==> src/rtl/aes_block_feeder.sv <==
// Packs 32-bit key and plaintext words into 128-bit cipher buses, strobes a launch per
// block and tracks each block through the fixed cipher latency to produce out_valid_o.
module aes_block_feeder #(
    parameter  int LATENCY = 10,
    localparam int IW      = $clog2(LATENCY + 1)
) (
    input  logic           clk,
    input  logic           rst_n,
    input  logic           key_valid_i,
    input  logic [31:0]    key_word_i,
    output logic           key_ready_o,
    input  logic           in_valid_i,
    input  logic [31:0]    in_word_i,
    output logic           in_ready_o,
    output logic [127:0]   cipher_datain_o,
    output logic [127:0]   cipher_key_o,
    output logic           launch_o,
    output logic           out_valid_o,
    output logic           key_loaded_o,
    output logic [1:0]     key_cnt_o,
    output logic [1:0]     word_cnt_o,
    output logic [IW-1:0]  inflight_o
);

    // Handshake: a word transfers on a rising edge where valid and ready are both high;
    // the source holds word and valid stable until that edge.
    logic [1:0]         key_cnt_q,    key_cnt_d;
    logic [95:0]        key_shadow_q, key_shadow_d;
    logic [127:0]       cipher_key_q, cipher_key_d;
    logic               key_loaded_q, key_loaded_d;
    logic [1:0]         word_cnt_q,   word_cnt_d;
    logic [95:0]        stage_q,      stage_d;
    logic [127:0]       datain_q,     datain_d;
    logic               launch_q,     launch_d;
    logic [LATENCY-1:0] sr_q,         sr_d;
    logic [IW-1:0]      inflight_q,   inflight_d;
    logic               key_acc;
    logic               in_acc;
    logic               out_valid;

    assign out_valid   = sr_q[LATENCY-1];
    // Keys may only change between blocks with the cipher drained; a key offer wins
    // over a data offer in the same cycle.
    assign key_ready_o = (word_cnt_q == 2'd0) && (inflight_q == '0);
    assign key_acc     = key_valid_i && key_ready_o;
    assign in_ready_o  = key_loaded_q && (key_cnt_q == 2'd0) && !key_acc;
    assign in_acc      = in_valid_i && in_ready_o;

    always_comb begin
        key_cnt_d    = key_cnt_q;
        key_shadow_d = key_shadow_q;
        cipher_key_d = cipher_key_q;
        key_loaded_d = key_loaded_q;
        word_cnt_d   = word_cnt_q;
        stage_d      = stage_q;
        datain_d     = datain_q;
        launch_d     = 1'b0;
        inflight_d   = inflight_q;

        if (key_acc) begin
            key_cnt_d = key_cnt_q + 2'd1;
            case (key_cnt_q)
                2'd0:    key_shadow_d[95:64] = key_word_i;
                2'd1:    key_shadow_d[63:32] = key_word_i;
                2'd2:    key_shadow_d[31:0]  = key_word_i;
                default: begin
                    cipher_key_d = {key_shadow_q, key_word_i};
                    key_loaded_d = 1'b1;
                end
            endcase
        end

        if (in_acc) begin
            word_cnt_d = word_cnt_q + 2'd1;
            case (word_cnt_q)
                2'd0:    stage_d[95:64] = in_word_i;
                2'd1:    stage_d[63:32] = in_word_i;
                2'd2:    stage_d[31:0]  = in_word_i;
                default: begin
                    datain_d = {stage_q, in_word_i};
                    launch_d = 1'b1;
                end
            endcase
        end

        // Tag pipeline mirrors the cipher's latency; the bit falling out is out_valid.
        sr_d    = sr_q << 1;
        sr_d[0] = launch_q;

        case ({launch_q, out_valid})
            2'b10:   inflight_d = inflight_q + IW'(1);
            2'b01:   inflight_d = inflight_q - IW'(1);
            default: inflight_d = inflight_q;
        endcase
    end

    always_ff @(posedge clk or negedge rst_n) begin
        if (!rst_n) begin
            key_cnt_q    <= '0;
            key_shadow_q <= '0;
            cipher_key_q <= '0;
            key_loaded_q <= 1'b0;
            word_cnt_q   <= '0;
            stage_q      <= '0;
            datain_q     <= '0;
            launch_q     <= 1'b0;
            sr_q         <= '0;
            inflight_q   <= '0;
        end else begin
            key_cnt_q    <= key_cnt_d;
            key_shadow_q <= key_shadow_d;
            cipher_key_q <= cipher_key_d;
            key_loaded_q <= key_loaded_d;
            word_cnt_q   <= word_cnt_d;
            stage_q      <= stage_d;
            datain_q     <= datain_d;
            launch_q     <= launch_d;
            sr_q         <= sr_d;
            inflight_q   <= inflight_d;
        end
    end

    assign cipher_datain_o = datain_q;
    assign cipher_key_o    = cipher_key_q;
    assign launch_o        = launch_q;
    assign out_valid_o     = out_valid;
    assign key_loaded_o    = key_loaded_q;
    assign key_cnt_o       = key_cnt_q;
    assign word_cnt_o      = word_cnt_q;
    assign inflight_o      = inflight_q;

endmodule

==> config.mk <==
export PLATFORM = sky130hd
export DESIGN_NAME = aes_block_feeder
export DESIGN_NICKNAME = d
export VERILOG_FILES = /design/src/rtl/aes_block_feeder.sv
export SDC_FILE = /design/constraint.sdc
export NUM_CORES = 1
export LEC_CHECK = 0
export ABC_AREA = 1
export ABC_CLOCK_PERIOD_IN_PS = 2100
export BUFFER_PORTS_ARGS = -buffer_cell sky130_fd_sc_hd__buf_2
export CORE_ASPECT_RATIO = 0.75
export CORE_MARGIN = 4
export CORE_UTILIZATION = 32
export CTS_CLUSTER_SIZE = 8
export DETAILED_ROUTE_END_ITERATION = 8
export GPL_TIMING_DRIVEN = 0
export RECOVER_POWER = 50
export SLEW_MARGIN = 40
export SYNTH_ARGS = -nofsm -noshare
export SYNTH_HDL_FRONTEND = slang
export SYNTH_SLANG_ARGS = --single-unit
==> constraint.sdc <==
create_clock -name clk -period 2.1 [get_ports clk]
set_input_delay 0.42 -clock clk [delete_from_list [all_inputs] [get_ports clk]]
set_output_delay 0.42 -clock clk [all_outputs]
set_load 0.005 [all_outputs]
# After elaboration in Yosys (flattened, before gate mapping)
# Index checks and enable logic that the tools add are counted.
# classes
addsub	4
n_bitwise	2
n_mux	3
n_eq_ne	6
reduce_logical	20
# op_table
op	n
$reduce_and A2 Y1	8
$pmux W4 S2	1
$eq A2 B1 Y1 const B	3
$eq A2 B2 Y1 const B	3
$reduce_or A3 Y1	2
$logic_and A1 B1 Y1	5
$add A2 B1 Y2 const B	2
$add A4 B1 Y4 const B	1
$logic_not A2 Y1	2
$logic_not A4 Y1	1
$sub A4 B1 Y4 const B	1
$mux W1	2
$not A1 Y1	2
$reduce_bool A2 Y1	1
$logic_not A1 Y1	1
# totals
output_inout_bits	269
ff_bits	468
in_bits	68
word_cells	49

# Logic depth before layout (Yosys ltp)
# Gate-level depths: netlist of the first run.
# depth
word_depth	7
ltp_mapped	10
ltp_nobuf	10

# Worst setup path before layout of the first run
# No wires, ideal clock.
# synth_path
path_kind	register -> register
startpoint	register word_cnt_q[0] (netlist: word_cnt_o[0])
endpoint	register cipher_key_q[10] (netlist: cipher_key_o[10])
t_arrival_ps	1599
path_stages_with_launch	11
slack_ps	385
cell_sequence	dfrtp_1 inv_1 ha_1 nand4_1 buf_4 nor2_4 inv_2 buf_2 buf_2 nand2_1 nand2_1
# synth_between
elab_chain_cells	4
# synth_lines
element	line	text
start: declaration	31	logic [1:0] word_cnt_q, word_cnt_d;
start signal: assignment	114	word_cnt_q <= word_cnt_d;
$logic_not A2 Y1	44	assign key_ready_o = (word_cnt_q == 2'd0) && (inflight_q == '0);
$logic_and A1 B1 Y1	44	
$logic_and A1 B1 Y1	45	assign key_acc = key_valid_i && key_ready_o;
$reduce_and A2 Y1 (no line)	--	
end signal: assignment	112	cipher_key_q <= cipher_key_d;
end: declaration	29	logic [127:0] cipher_key_q, cipher_key_d;
# Every way passes these cells.
# A chain may end at the register's enable or synchronous reset.

# Worst setup path after layout of the first run
# layout_path
startpoint	register word_cnt_q[1] (netlist: word_cnt_o[1])
endpoint	output port in_ready_o
# layout_between
elab_chain_cells	5
# layout_lines
element	line	text
$logic_not A2 Y1	44	
$logic_and A1 B1 Y1	44	
$logic_and A1 B1 Y1	45	
$logic_not A1 Y1	46	assign in_ready_o = key_loaded_q && (key_cnt_q == 2'd0) && !key_acc;
$logic_and A1 B1 Y1	46	
end: declaration	14	output logic in_ready_o,
# Every way passes these cells.

==> flow_summary_export.csv, run 1 <==
group,metric,value,unit
synthesis,yosys_warnings,0,
sta,max-slew-margin-rel,0.276,
synthesis,syn_nets,2029,
finish,nFillCells,5453,
job,drv_cap,0,
synthesis,yosysUniqueCellTypes,24,
global_routing,grt_pass1_vias,14800,
sta,rsz0062_at_grt,"yes",
setup_path,ff2ff_path_depth,11,
pwr,report.power.total,19.3,mW
cts,h-tree-depth,3,
detailed_routing,num_vias,14500,
detailed_routing,drtIter0Drc,1054,
run_status,violations,"setup timing",
run_status,status,"finished with violations",
cts,path_clk_slew,50,ps
cts,cts_sinks,468,
sta,max_clock_freq,463,MHz
sta,slew_viol_final,0,
die,fp.coreArea,54500,µm²
cts,cts_made_buffers,68,
pwr,ir_drop,576,µV
synthesis,synthesis.instances,1950,
cts,tritoncts,"yes",
setup_path,end_kind,"primary output",
detailed_routing,drt-wirelength-per-cell,18.1,µm
synthesis,ys_seq_area_frac,0.662,
finish,layout_commonest_cell,"nand2_1",
synthesis,syn_avg_cell_area,9.07,µm²
finish,fin_nets,2459,
finish,antennaDiodeCount,0,
global_routing,overflow,0,
hold_path,worstHoldPathType,"in2reg",
die,ios,337,
setup_path,path_max_fanout,3,
sta,max_slew.worst_pin.slew,1090,ps
setup_path,startpoint_type,"flip-flop",
hold_path,holdPathStages,3,
cts,cts_root_buffer,"clkbuf_16",
detailed_routing,postRouteAntennaNets,0,
detailed_routing,first_pass_iters,7,
die,die_area,59100,µm²
global_routing,globalRouteTotalUtil,0.189,
sta,layout_setup_ws,-60.6,ps
placed_design,gp_congestion,0.836,
placed_design,hpwlAfterDp,40300,µm
sta,layout_min_cycle_time,2160,ps
global_routing,grt_max_degree,79,
finish,drive_gt1_frac,0.160,
synthesis,netlist_area,17700,µm²
placed_design,port_buffers,336,
detailed_routing,drc_errors,0,
die,rows,74,
die,die_w,279,µm
setup_path,arrival,1740,ps
detailed_routing,avgViaCountPerCell,4.66,
global_routing,grt_pass1_wl,86600,µm
sta,finalCritPeriodShare,1.03,
cts,clock_latency,590,ps
pwr,powerDensity,859,nW/µm²
die,start_util,0.324,
setup_path,critPathRequiredTime,1680,ps
sta,hold_violations,0,
sta,fin_skew,20.4,ps
setup_path,crit_type,"reg2out",
finish,post-route-util,0.412,
pwr,power_leakage,12.7,nW
sta,setup_viol,1,
global_routing,antenna_found_initial,1,
die,die_h,212,µm
synthesis,synth.ff_latch_count,468,
detailed_routing,drt_wl_total,56400,µm
finish,area_delta_synth_final,27.1,%
finish,final_cell_mix,"nand2_1 (1129), dfrtp_1 (467), buf_2 (198), clkbuf_1 (169), o21ai_0 (134)",
cts,cts_max_path_buffers,3,
==> final timing paths <==
check                              start               end  slack (ps)
setup / recovery           word_cnt_o[1]        in_ready_o         -60
hold / removal             in_word_i[20]       stage_q[20]          90
setup reg to reg           word_cnt_o[1]  cipher_key_o[52]          80
hold reg to reg                  sr_q[8]           sr_q[9]         340
max in group asynchronous          rst_n  cipher_key_o[67]         290
min in group asynchronous          rst_n           sr_q[0]         310
==> worst max-delay path, stage by stage (launching register included) <==
cell	delay (ps)
dfrtp_1	380
inv_2	90
ha_4	190
clkinvlp_4	110
nor4_4	160
a21oi_1	90
buf_2	140
==> final cells by class <==
type                            instances  area [µm²]  share of cell area
Clock inverter                          6         108             0.00479
Buffer                                 95         579              0.0258
Sequential cell                       468       11700               0.521
Tap cell                              722         903              0.0402
Clock buffer                           71        1760              0.0781
Timing Repair Buffer                  363        1790              0.0796
Multi-Input combinational cell       1319        5390               0.240
Inverter                               65         250              0.0111
==> sequential cells by signal (all words and copies together) (netlist names) <==
name / flops
cipher_key_o: 128
key_cnt_o: 2
inflight_o: 4
launch_o: 1
key_loaded_o: 1
stage_q: 96
key_shadow_q: 96
cipher_datain_o: 128
word_cnt_o: 2
sr_q: 10
==> timing repair <==
item                                   4_1_cts  5_1_grt
endpoints found under the hold margin       46        0
resized for setup                           62       91
hold buffers                                 1        0
setup endpoints to repair                  448      421
setup buffers                                8       10
pin swaps                                    5        5
cloned                                       0        1
==> per-stage QoR <==
stage | TNS, ps | worst slack, ps | cells | hold slack (ps) | area [µm²]
global route | -489 | -235 | 3109 | 74.2 | 22500
floorplan | 0 | 385 | 1950 | 124 | 17700
detailed placement | -130460 | -473 | 3015 | 335 | 20500
CTS | -179 | -92.3 | 3100 | 48.8 | 22500
finish | -60.6 | -60.6 | 3109 | 94.3 | 22500
global placement | -4144740 | -8670 | 3008 | 331 | 20300
==> logic make-up after synthesis <==
| logic type | share of synthesized area |
|---|---|
| AND/OR/NAND/NOR | 0.249 |
| flip-flops | 0.662 |
| buffers and inverters | 0.0381 |
| AO/OA/AOI/OAI | 0.0414 |
| adder cells (fa/ha/maj) | 0.00778 |
| XOR/XNOR | 0.00198 |
==> cell usage after synthesis <==
cell	number	area [µm²]
dfrtp_1	468	11700
clkbuf_1	48	180
a21o_1	1	7.51
or2_2	1	6.26
nand3b_1	1	7.51
nand4_1	5	31.3
nand3_4	1	17.5
nor2_4	1	11.3
nand3_1	3	15.0
nor4_1	1	6.26
nor2_1	12	45.0
xnor2_1	2	17.5
inv_1	64	240
xor2_1	2	17.5
nor2_2	2	12.5
nand2_1	1130	4240
nor3_1	1	5.00
ha_1	11	138
buf_4	2	15.0
a21oi_1	3	15.0
buf_1	5	18.8
inv_2	1	3.75
o21ai_0	142	711
buf_2	43	215
==> power by group <==
| part | switching [mW] | leakage, nW | internal (mW) |
|---|---|---|---|
| clock | 3.97 | 0.912 | 5.92 |
| combinational | 0.321 | 5.51 | 0.0729 |
| sequential | 0 | 6.30 | 9.04 |
==> metal layers <==
metal  vias up  share of wire  track usage
li1       6794              -            -
met1      7137           0.43        0.249
met2       462           0.47        0.302
met3        95          0.074       0.0540
met4         2          0.027       0.0621
met5         -        0.00032            0
No activity file was read; power rests on OpenSTA's default activity.
==> run 2: changes to the inputs <==
- BUFFER_PORTS_ARGS: -buffer_cell sky130_fd_sc_hd__buf_2 -> unset
- DONT_BUFFER_PORTS: unset -> 1
==> flow_summary_export.csv, run 2 (same netlist as run 1, synthesis figures left out) <==
group,metric,value,unit
setup_path,arrival,1670,ps
finish,layout_commonest_cell,"nand2_1",
setup_path,end_kind,"primary output",
die,ios,337,
detailed_routing,drtIter0Drc,1041,
sta,max_slew.worst_pin.slew,875,ps
finish,layout.cells.non_filler,2844,
finish,fin_nets,2192,
setup_path,cp.depth,4,
sta,fin_skew,27.8,ps
sta,slew_viol_final,0,
pwr,power_leakage,12.5,nW
sta,max-slew-margin-rel,0.416,
cts,tritoncts,"yes",
global_routing,grt_pass1_wl,83800,µm
cts,clock_latency,590,ps
die,die_w,279,µm
die,fp.coreArea,54500,µm²
setup_path,crit_start,"key_cnt_o[0]",
die,die_area,59100,µm²
setup_path,max_stage_delay,450,ps
sta,hold_violations,468,
cts,cts_sinks,468,
placed_design,gp_congestion,0.828,
finish,area_delta_synth_final,26.8,%
finish,nFillCells,5209,
global_routing,antenna_found_initial,1,
detailed_routing,first_pass_iters,5,
setup_path,r2r-end,"cipher_datain_o[8]",
detailed_routing,drt-wirelength-per-cell,19.9,µm
die,rows,74,
setup_path,path_max_fanout,4,
sta,hold_slack,-454,ps
global_routing,grt_max_degree,469,
hold_path,worstHoldPathType,"in2async",
cts,path_clk_slew,50,ps
setup_path,crit_type,"reg2out",
sta,setup_viol,0,
detailed_routing,avgViaCountPerCell,4.81,
finish,fin_area,22400,µm²
die,start_util,0.324,
sta,max_clock_freq,478,MHz
setup_path,ff2ff_path_depth,11,
placed_design,port_buffers,0,
sta,rsz0062_at_grt,"yes",
setup_path,crit_end,"in_ready_o",
detailed_routing,drc_errors,0,
detailed_routing,num_vias,13700,
global_routing,globalRouteTotalUtil,0.184,
cts,cts_made_buffers,68,
pwr,report.power.total,19.2,mW
pwr,powerDensity,854,nW/µm²
placed_design,post_dp_cell_area,18600,µm²
run_status,violations,"hold timing",
global_routing,overflow,0,
global_routing,grt_pass1_vias,13800,
placed_design,place_inst,2672,
die,die_h,212,µm
cts,cts_max_path_buffers,3,
sta,finalCritPeriodShare,0.997,
finish,drive_gt1_frac,0.152,
detailed_routing,drt_wl_total,56500,µm
detailed_routing,postRouteAntennaNets,0,
pwr,ir_drop,688,µV
placed_design,hpwlAfterDp,37400,µm
setup_path,cp_slowest_cell,"dfrtp_1",
cts,cts_root_buffer,"clkbuf_16",
sta,layout_min_cycle_time,2090,ps
setup_path,startpoint_type,"flip-flop",
cts,hold_buffers,64,
sta,setup_tns,0,ps
setup_path,rr_startpoint,"key_cnt_o[0]",
cts,h-tree-depth,3,
setup_path,worstPathCellList,"inv_1 > ha_4 > nand2_2 > a21oi_2",
setup_path,crit_buf_inv,1,
setup_path,r2r_slack,7,ps
setup_path,crit_family,"flip-flops",
run_status,status,"finished with violations",
job,drv_cap,0,
setup_path,critPathRequiredTime,1680,ps
finish,final_cell_mix,"nand2_1 (1025), dfrtp_1 (466), o21ai_0 (126), clkbuf_16 (81), nand2_2 (77)",
[run 2: repair_timing]
action | 4_1_cts | 5_1_grt
setup buffers | 8 | 12
pin swaps | 6 | 26
gates cloned | 1 | 12
setup endpoints to repair | 453 | 416
endpoints found under the hold margin | 724 | 468
resized for setup | 93 | 277
[run 2: how the worst min path moves through the flow]
stage                from            endpoint  slack (ps)  depth (start not counted)
floorplan           rst_n  cipher_datain_o[0]         120                          0
global placement    rst_n             sr_q[0]         140                          0
detailed placement  rst_n             sr_q[0]         140                          0
CTS                 rst_n             sr_q[0]        -500                          0
global route        rst_n             sr_q[0]        -490                          0
finish              rst_n             sr_q[0]        -450                          0
[run 2: metal layers]
metal | GRT usage | vias to the layer above | share of wire
met2 | 0.279 | 502 | 0.45
met4 | 0.0707 | 0 | 0.030
met3 | 0.0642 | 116 | 0.088
met5 | 0 | - | 0
li1 | - | 6274 | -
met1 | 0.244 | 6801 | 0.43
[run 2: final cells by class]
type / instances / area (µm²) / share of cell area
Sequential cell: 468 / 11700 / 0.522
Multi-Input combinational cell: 1319 / 5790 / 0.258
Clock buffer: 73 / 1770 / 0.0790
Timing Repair Buffer: 97 / 1120 / 0.0498
Tap cell: 722 / 903 / 0.0403
Buffer: 94 / 788 / 0.0351
Inverter: 65 / 251 / 0.0112
Clock inverter: 5 / 98.8 / 0.00441
Antenna cell: 1 / 2.50 / 0.000112
[run 2: metrics by stage]
step                setup slack [ps]  utilization  hold slack [ps]
floorplan                        385            -              124
global placement                -556        0.341              142
detailed placement              -562        0.341              142
CTS                             -102        0.392             -504
global route                    -105        0.411             -490
finish                          6.92        0.411             -454
[run 2: power breakdown]
part | total, mW | leakage (nW) | switching, mW | internal [mW]
sequential | 9.04 | 6.30 | 0 | 9.04
combinational | 0.226 | 5.27 | 0.144 | 0.0822
clock | 9.89 | 0.914 | 3.94 | 5.95
total | 19.2 | 12.5 | 4.09 | 15.1
==> run 3: changes to the inputs <==
- ABC_AREA: 1 -> unset
- BUFFER_PORTS_ARGS: unset -> -buffer_cell sky130_fd_sc_hd__buf_2
- DONT_BUFFER_PORTS: 1 -> unset
==> flow_summary_export.csv, run 3 <==
group,metric,value,unit
setup_path,arrival,2680,ps
pwr,netSwitchingFraction,0.209,
global_routing,grt_pass1_wl,73000,µm
sta,max_clock_freq,446,MHz
setup_path,end_kind,"flip-flop",
sta,rsz0062_at_grt,"yes",
synthesis,yosys_warnings,0,
synthesis,synth_area_leaders,"dfrtp_1 (64%), mux2_4 (17%), mux2_2 (15%)",
global_routing,grt_pass1_vias,11300,
die,fp.coreArea,56400,µm²
synthesis,syn_nets,1096,
detailed_routing,avgViaCountPerCell,4.50,
placed_design,port_buffers,336,
run_status,violations,"setup timing",
hold_path,worstHoldPathType,"in2reg",
detailed_routing,postRouteAntennaNets,0,
finish,nFillCells,5094,
die,ios,337,
placed_design,gp_congestion,0.764,
run_status,status,"finished with violations",
setup_path,startpoint_type,"flip-flop",
pwr,power_leakage,12.8,nW
synthesis,ys.flop_type,"dfrtp_1",
global_routing,grt_max_degree,77,
synthesis,ys_seq_area_frac,0.637,
die,rows,75,
synthesis,synth_common_cells,"dfrtp_1 (468), mux2_2 (245), mux2_4 (204)",
synthesis,yosysUniqueCellTypes,26,
die,start_util,0.326,
synthesis,synth_top_area_cell,"dfrtp_1",
setup_path,crit_top_cell,"buf_12",
sta,hold_slack,144,ps
pwr,seq_power_share,0.479,
placed_design,hpwlAfterDp,32600,µm
synthesis,netlist_area,18400,µm²
synthesis,yosys.cell_count.top_type,"dfrtp_1",
cts,clock_latency,560,ps
sta,layout_min_cycle_time,2240,ps
die,die_h,216,µm
setup_path,cp_slowest_cell,"dfrtp_2",
setup_path,worstPathCellList,"nor4_4 > buf_6 > buf_6 > a31oi_4 > and2_4 > buf_12 > buf_12 > buf_16 > buf_12 > mux2_4",
sta,max-slew-margin-rel,0.734,
sta,layout_setup_ws,-141,ps
cts,path_clk_slew,50,ps
sta,max_slew.worst_pin.slew,398,ps
synthesis,synthesis.instances,1017,
placed_design,pre_cts_ws,-612,ps
sta,hold_violations,0,
detailed_routing,drtIter0Drc,398,
sta,slew_viol_final,0,
die,die_area,61400,µm²
cts,h-tree-depth,3,
pwr,combPwrFrac,0.019,
sta,finalCritPeriodShare,1.07,
cts,cts_root_buffer,"clkbuf_16",
synthesis,synth.top_cell.area_share,0.637,
detailed_routing,drc_errors,0,
detailed_routing,drt_wl_total,47600,µm
finish,final_cell_mix,"dfrtp_1 (465), buf_2 (281), mux2_2 (245), mux2_4 (204), clkbuf_16 (70)",
pwr,ir_drop,473,µV
detailed_routing,num_vias,10000,
synthesis,synth_edf_count,0,
global_routing,overflow,0,
pwr,switching_power,3.94,mW
setup_path,crit_type,"reg2reg",
cts,cts_sinks,468,
die,die_w,285,µm
synthesis,synthArstFlopShare,1.00,
sta,setup_tns,-10490,ps
synthesis,synth.ff_latch_count,468,
job,drv_cap,0,
detailed_routing,first_pass_iters,4,
global_routing,antenna_found_initial,4,
sta,fin_skew,16.1,ps
pwr,power.share.clock,0.502,
finish,fin_nets,1536,
sta,setup_viol,189,
detailed_routing,drt-wirelength-per-cell,21.3,µm
setup_path,path_max_fanout,5,
finish,layout_commonest_cell,"dfrtp_1",
global_routing,globalRouteTotalUtil,0.155,
cts,tritoncts,"yes",
setup_path,max_stage_delay,420,ps
finish,drive_gt1_frac,0.620,
finish,area.sequential,11700,µm²
cts,cts_made_buffers,68,
setup_path,critPathRequiredTime,2540,ps
pwr,power.internal,14.9,mW
finish,multi_input_area,6280,µm²
pwr,powerDensity,796,nW/µm²
synthesis,syn_avg_cell_area,18.1,µm²
finish,area_delta_synth_final,28.9,%
cts,cts_max_path_buffers,3,
## run 3: kinds of logic (layout without fill, tap and decap cells)
group / after synthesis / after routing / share of synthesized area
fa+ha+maj: 11 / 11 / 0.00749
flops: 468 / 468 / 0.637
mux: 450 / 450 / 0.317
simple gates: 21 / 21 / 0.00708
buf+inv: 54 / 498 / 0.0254
other cells: 0 / 1 / 0
compound gates: 6 / 6 / 0.00204
xor+xnor: 7 / 7 / 0.00334
## run 3: cell type report
class,count,share of cell area
sequential,468,0.495
multi-input combinational,495,0.265
timing repair buffer,376,0.0977
clock buffer,72,0.0738
tap,770,0.0407
buffer,43,0.0261
inverter,5,0.000793
clock inverter,2,0.000740
antenna,1,0.000106
## run 3: worst paths after layout
path,slack (ps),start,cells past startpoint,endpoint
max in group asynchronous,300,rst_n,5,stage_q[5]
worst min-delay path,140,key_word_i[12],2,key_shadow_q[44]
worst min register to register,340,sr_q[6],0,sr_q[7]
worst max-delay path,-140,inflight_o[1],10,cipher_datain_o[95]
min in group asynchronous,340,rst_n,2,cipher_key_o[25]
worst max register to register,-140,inflight_o[1],10,cipher_datain_o[95]
## run 3: metal layers
layer | global-route usage | part of all wire | up-vias
met4 | 0.0503 | 0.025 | 4
met2 | 0.244 | 0.46 | 203
li1 | - | - | 4453
met5 | 0 | 0.00059 | -
met1 | 0.213 | 0.47 | 5296
met3 | 0.0353 | 0.045 | 81
## run 3: power groups by stage
stage / clock [mW] / sequential [mW] / combinational (mW)
2_1_floorplan: 0 / 9.19 / 0.00578
3_3_place_gp: 0 / 9.19 / 0.326
3_5_place_dp: 0 / 9.18 / 0.375
4_1_cts: 9.77 / 9.04 / 0.377
5_1_grt: 10.1 / 9.03 / 0.414
6_report: 9.47 / 9.04 / 0.358
## run 3: timing repair
item	in CTS	in global routing
hold buffers	1	0
hold endpoints to repair	44	0
cloned	8	1
gates resized for setup	80	26
buffers inserted	17	9
setup endpoints to repair	452	394
pin swaps	5	2
## run 3: critical path: cells and delay by family (launching register included)
kind | cells | cell delay (ps)
AO/OA/AOI/OAI | 1 | 100
multiplexers | 1 | 300
flip-flops | 1 | 420
buffers and inverters | 6 | 780
AND/OR/NAND/NOR | 2 | 490
## run 3: per-stage QoR
step / cell area, µm² / util / power, mW / std cells
final: 23700 / 0.420 / 18.9 / 2232
after global routing: 23700 / 0.420 / 19.6 / 2232
after CTS: 23600 / 0.419 / 19.2 / 2227
after detailed placement: 21200 / 0.376 / 9.56 / 2129
after global placement: 21000 / 0.373 / 9.51 / 2123
after floorplan: 18400 / - / 9.19 / 1017
